File: config.mk
export PLATFORM = sky130hd
export DESIGN_NAME = usb_pkt_decoder
export DESIGN_NICKNAME = d
export VERILOG_FILES = /design/src/rtl/usb_pkt_decoder.sv
export SDC_FILE = /design/constraint.sdc
export NUM_CORES = 1
export LEC_CHECK = 0
export BUFFER_PORTS_ARGS = -buffer_cell sky130_fd_sc_hd__buf_4
export CORE_ASPECT_RATIO = 1.25
export CORE_MARGIN = 3
export CORE_UTILIZATION = 50
export CTS_CLUSTER_DIAMETER = 100
export CTS_CLUSTER_SIZE = 40
export DETAILED_ROUTE_END_ITERATION = 6
export PLACE_DENSITY = 0.74
export SETUP_SLACK_MARGIN = 0.15
export SYNTH_ARGS = -nofsm -noshare
export SYNTH_HDL_FRONTEND = slang
export SYNTH_SLANG_ARGS = --single-unit
File: constraint.sdc
create_clock -name clk -period 6.6 [get_ports clk]
set_clock_uncertainty 0.15 [all_clocks]
set_input_delay 0.99 -clock clk [delete_from_list [all_inputs] [get_ports clk]]
set_output_delay 0.99 -clock clk [all_outputs]
set_load 0.01 [all_outputs]
File: src/rtl/usb_pkt_decoder.sv
// Receive-side USB packet decoder: serial LSB-first bits in, PID/body captured,
// CRC5/CRC16 residuals checked, decoded fields and error flags presented per packet.
//
// state | meaning
// IDLE  | waiting for sop; bits and eop ignored
// PIDS  | shifting in the 8 PID bits
// BODY  | shifting in body bits, running both CRC LFSRs
// CHECK | one cycle: pktDone high, results captured
module usb_pkt_decoder #(
  parameter int MAX_BYTES = 8
) (
  input  logic                           clk,
  input  logic                           rst_b,
  input  logic                           sop,
  input  logic                           bIn,
  input  logic                           bInValid,
  input  logic                           eop,
  output logic                           busy,
  output logic                           pktDone,
  output logic                           pktOk,
  output logic                           pidErr,
  output logic                           lenErr,
  output logic                           crcErr,
  output logic [3:0]                     pid,
  output logic [6:0]                     addr,
  output logic [3:0]                     endp,
  output logic [8*MAX_BYTES-1:0]         data,
  output logic [$clog2(MAX_BYTES+1)-1:0] dataLen
);

  localparam int DATA_W    = 8 * MAX_BYTES;
  localparam int BODY_MAX  = DATA_W + 16;
  localparam int CNT_W     = $clog2(BODY_MAX + 1);
  localparam int LEN_W     = $clog2(MAX_BYTES + 1);
  localparam int BIDX_W    = $clog2(DATA_W);

  localparam logic [CNT_W-1:0] CNT_MAX = CNT_W'(BODY_MAX);
  localparam logic [CNT_W-1:0] CNT_16  = CNT_W'(16);
  localparam logic [CNT_W-1:0] CNT_7   = CNT_W'(7);
  localparam logic [CNT_W-1:0] CNT_DW  = CNT_W'(DATA_W);

  localparam logic [1:0] IDLE  = 2'd0;
  localparam logic [1:0] PIDS  = 2'd1;
  localparam logic [1:0] BODY  = 2'd2;
  localparam logic [1:0] CHECK = 2'd3;

  logic [1:0]        state;
  logic [CNT_W-1:0]  bit_cnt;
  logic [7:0]        pid_reg;
  logic [DATA_W-1:0] body;
  logic              overflow;
  logic              pid_short;
  logic [4:0]        crc5;
  logic [15:0]       crc16;

  logic              ok_q, pid_err_q, len_err_q, crc_err_q;
  logic [3:0]        pid_q, endp_q;
  logic [6:0]        addr_q;
  logic [DATA_W-1:0] data_q;
  logic [LEN_W-1:0]  len_q;

  logic              res_pid_err, res_len_err, res_crc_err, crc_bad;
  logic [6:0]        res_addr;
  logic [3:0]        res_endp;
  logic [CNT_W-1:0]  payload_bits;
  logic [LEN_W-1:0]  res_len;
  logic [DATA_W-1:0] res_data;

  function automatic logic [4:0] crc5_next(input logic [4:0] c, input logic b);
    logic n0;
    n0 = c[4] ^ b;
    return {c[3], c[2], c[1] ^ n0, c[0], n0};
  endfunction

  function automatic logic [15:0] crc16_next(input logic [15:0] c, input logic b);
    logic n0;
    n0 = c[15] ^ b;
    return {c[14] ^ n0, c[13:2], c[1] ^ n0, c[0], n0};
  endfunction

  always_ff @(posedge clk or negedge rst_b) begin
    if (!rst_b) begin
      state     <= IDLE;
      bit_cnt   <= '0;
      pid_reg   <= '0;
      body      <= '0;
      overflow  <= 1'b0;
      pid_short <= 1'b0;
      crc5      <= 5'h1F;
      crc16     <= 16'hFFFF;
      ok_q      <= 1'b0;
      pid_err_q <= 1'b0;
      len_err_q <= 1'b0;
      crc_err_q <= 1'b0;
      pid_q     <= '0;
      addr_q    <= '0;
      endp_q    <= '0;
      data_q    <= '0;
      len_q     <= '0;
    end else begin
      if (state == CHECK) begin
        ok_q      <= ~(res_pid_err | res_len_err | res_crc_err);
        pid_err_q <= res_pid_err;
        len_err_q <= res_len_err;
        crc_err_q <= res_crc_err;
        pid_q     <= pid_reg[3:0];
        addr_q    <= res_addr;
        endp_q    <= res_endp;
        data_q    <= res_data;
        len_q     <= res_len;
      end
      // sop wins in every state: aborts a packet in flight, or follows CHECK
      if (sop) begin
        state     <= PIDS;
        bit_cnt   <= '0;
        pid_reg   <= '0;
        body      <= '0;
        overflow  <= 1'b0;
        pid_short <= 1'b0;
        crc5      <= 5'h1F;
        crc16     <= 16'hFFFF;
      end else begin
        case (state)
          PIDS: begin
            if (bInValid) begin
              pid_reg[bit_cnt[2:0]] <= bIn;
              if (bit_cnt == CNT_7) begin
                bit_cnt <= '0;
                state   <= BODY;
              end else begin
                bit_cnt <= bit_cnt + 1'b1;
              end
            end
            if (eop) begin
              state     <= CHECK;
              pid_short <= !(bInValid && bit_cnt == CNT_7);
            end
          end
          BODY: begin
            if (bInValid) begin
              if (bit_cnt < CNT_MAX) begin
                if (bit_cnt < CNT_DW) body[bit_cnt[BIDX_W-1:0]] <= bIn;
                crc5    <= crc5_next(crc5, bIn);
                crc16   <= crc16_next(crc16, bIn);
                bit_cnt <= bit_cnt + 1'b1;
              end else begin
                overflow <= 1'b1;
              end
            end
            if (eop) state <= CHECK;
          end
          CHECK:   state <= IDLE;
          default: state <= IDLE;
        endcase
      end
    end
  end

  always_comb begin
    res_pid_err = (pid_reg[7:4] != ~pid_reg[3:0]) || (pid_reg[1:0] == 2'b00);
    res_len_err = 1'b0;
    crc_bad     = 1'b0;
    case (pid_reg[1:0])
      2'b01: begin
        res_len_err = (bit_cnt != CNT_16);
        crc_bad     = (crc5 != 5'b01100);
      end
      2'b11: begin
        res_len_err = overflow || (bit_cnt < CNT_16) || (bit_cnt[2:0] != 3'd0);
        crc_bad     = (crc16 != 16'h800D);
      end
      2'b10:   res_len_err = (bit_cnt != '0);
      default: ;
    endcase
    if (pid_short) res_len_err = 1'b1;
    res_crc_err = crc_bad & ~res_pid_err & ~res_len_err;

    res_addr = '0;
    res_endp = '0;
    if (pid_reg[1:0] == 2'b01) begin
      res_addr = body[6:0];
      res_endp = body[10:7];
    end

    payload_bits = bit_cnt - CNT_16;
    res_len      = '0;
    if (pid_reg[1:0] == 2'b11 && !res_len_err) res_len = LEN_W'(payload_bits >> 3);
    // CRC bytes sit just above the payload in body, so mask by length
    res_data = '0;
    for (int i = 0; i < MAX_BYTES; i++) begin
      if (LEN_W'(i) < res_len) res_data[8*i +: 8] = body[8*i +: 8];
    end
  end

  assign busy    = (state != IDLE);
  assign pktDone = (state == CHECK);
  assign pktOk   = pktDone ? ~(res_pid_err | res_len_err | res_crc_err) : ok_q;
  assign pidErr  = pktDone ? res_pid_err  : pid_err_q;
  assign lenErr  = pktDone ? res_len_err  : len_err_q;
  assign crcErr  = pktDone ? res_crc_err  : crc_err_q;
  assign pid     = pktDone ? pid_reg[3:0] : pid_q;
  assign addr    = pktDone ? res_addr     : addr_q;
  assign endp    = pktDone ? res_endp     : endp_q;
  assign data    = pktDone ? res_data     : data_q;
  assign dataLen = pktDone ? res_len      : len_q;

endmodule
==> results.toml <==
[outcome]
status = "complete, no violations"

[placement]
dp_hpwl_mm = 13.9
gp_congestion = 0.905
port_buffers = 94
detailed_place.area_um2 = 9160

[floorplan]
initial_core_util_pct = 51.4
dieArea_um2 = 18300
io_pins = 95
core_area_um2 = 16300
die_h_um = 151
std_cell_rows = 52
die_w_um = 122

[synthesis]
synth_flop_cell = "dfrtp_1"
synthesis.nets = 784
yosysUniqueCellTypes = 53
ys_top_cells_by_area = "dfrtp_1 51%, a22o_1 7.7%, dfstp_2 6.6%"
syn_area_um2 = 8350
yosysMostFrequentCell = "dfrtp_1"
synth_top_area_cell = "dfrtp_1"
avgSynthCellArea_um2 = 10.9
async_reset_ff_share_pct = 100
synth-seq-area-share_pct = 57.5
synth-edff-count = 0
yosys-top-cells-count = "170 x dfrtp_1, 73 x a22o_1, 61 x nand2_1"
syn_inst = 767
ys_seq_elements = 191
yosysWarnings = 0
synth_top_area_share_pct = 50.9

[pwr]
sequentialPowerShare_pct = 46.4
power.leakage_nw = 4.37
p_clk_share_pct = 37.7
p_total_mw = 2.72
power_density_nw_per_um2 = 279
combPwrFrac_pct = 15.9
p_int_mw = 1.95
vdd.ir_drop.worst_mv = 0.181
switching_share_pct = 28.4
p_sw_uw = 773

[detailed_routing]
drt_wl_total_mm = 21.4
drt_iter0_drc = 534
drcViolationCount = 0
via_per_inst = 6.09
wl_per_cell_um = 20.3
vias = 6418
first_pass_iters = 5
ant_nets = 0

[critical_path]
cp-endpoint = "data[19]"
path_cells = "inv_1 -> ha_1 -> nor3b_2 -> a22oi_4 -> a311oi_2 -> a22o_1 -> buf_4"
cp-start-kind = "register"
critPathSlowestCell = "a311oi_2"
r2r_slack_ns = 3.57
rr_worst_depth = 6
worst_ep_required_time_ns = 5.46
crit_type = "reg2out"
arrival_ns = 3.37
cp-end-kind = "output port"
r2r_end = "data_q[19]"
critPathLaunch = "bit_cnt[4]"
slowest_delay_ns = 0.73
r2r_start = "bit_cnt[4]"
path_max_fanout = 13

[timing]
setup_violations = 0
maxSlewViolCount = 0
finalCritPeriodShare_pct = 68.4
post-route-min-period_ns = 4.51
worstMarginPinSlew_ns = 1.16
rsz0062_at_grt = "no"
hold_viol_final = 0
max_freq_mhz = 222
fin_tns_setup_ns = 0
slew_headroom_pct = 22.6

[clock_network]
post_cts_buffers = 0
clk_latency_ns = 0.43
clock_sink_count = 191
h-tree-depth = 4
path_clk_slew_ns = 0.06
cts_resized = 0
cts_buffer_depth = 2
numCtsBuffers = 17
cts_tree = "yes"
root_buffer = "clkbuf_16"
ctsHoldBuffers = 0

[hold_path]
hold_depth = 1
hp-class = "reg2reg"

[global_route]
grt_overflow_total = 0
grt_max_degree = 125
antenna_found_initial = 0
grt_pass1_wl_mm = 33.9
grt_usage_pct = 23.9
grt_pass1_vias = 6381

[job]
maxCapViolations = 0

[layout]
fillers = 1366
area_growth_pct = 16.7
reg_top3 = "body (64), data_q (64), crc16 (16)"
n_antenna_cell = 0
drive_gt1_share_pct = 19.6
fin_nets = 842
stdcell_area_um2 = 9750
==> per-stage QoR <==
step / util [%] / hold slack [ns] / instances / setup slack (ns)
finish: 59.9 / 0.338 / 1054 / 2.09
global route: 59.9 / 0.363 / 1054 / 1.91
CTS: 59.9 / 0.342 / 1054 / 2.08
detailed placement: 56.3 / 0.326 / 1022 / 2.55
global placement: 56.3 / 0.311 / 1022 / 2.71
floorplan: - / 0.305 / 767 / 3.37
==> routing by layer <==
layer | GRT usage, % | wire (um) | vias up
met1 | 32.5 | 9270 | 3227
met3 | 4.02 | 1160 | 49
met5 | 0 | 0 | -
met2 | 37.2 | 10300 | 228
met4 | 11.8 | 610 | 0
li1 | - | - | 2914
==> placed cells by master, fill, tap and decap left out, types with 15 or more instances in the layout <==
master       n
buf_4       97
nand3_1     29
nand2_1     61
mux2i_1     34
o21ai_0     39
dfrtp_1    170
clkbuf_16   17
nand4_1     32
a22o_1      73
a21oi_1     47
inv_1       15
nor2_1      44
dfstp_2     21
nor3_1      40
==> critical path: cells and delay by family, from the launching register on <==
kind	cells	cell delay [ns]
AOI/OAI and AO/OA	3	1.20
adders and majority gates	1	0.44
buffers and inverters	2	0.32
DFF	1	0.53
and+or+nand+nor	1	0.43
==> cell families after synthesis <==
logic type,Yosys count,synth area share [%]
compound gates,198,17.0
fa+ha+maj,11,1.65
xor+xnor,11,1.15
simple gates,243,14.7
mux,37,4.48
buf+inv,76,3.44
flops,191,57.5
==> power groups by stage <==
stage | Sequential (mW) | Combinational [mW] | Clock, mW
floorplan | 1.26 | 0.301 | 0
global placement | 1.28 | 0.411 | 0
detailed placement | 1.28 | 0.430 | 0
CTS | 1.26 | 0.432 | 1.05
global route | 1.27 | 0.477 | 1.10
finish | 1.26 | 0.433 | 1.03
==> cell type report <==
type,instances,area [um2],area share [%]
multi-input cells,500,3280,33.6
inverters,17,63.8,0.655
clock buffers,28,517,5.30
flip-flops and latches,191,4810,49.3
clock inverters,4,76.3,0.783
well taps,216,270,2.77
repair buffers,98,739,7.59
==> worst min path at each step <==
stage	from	endpoint	slack [ns]
after detailed placement	len_q[3]	len_q[3]	0.33
after global placement	len_q[3]	len_q[3]	0.31
final	len_q[3]	len_q[3]	0.34
after global routing	crc16[13]	crc16[13]	0.36
after CTS	len_q[3]	len_q[3]	0.34
after floorplan	overflow	overflow	0.31
(Power assumes the default switching activity.)
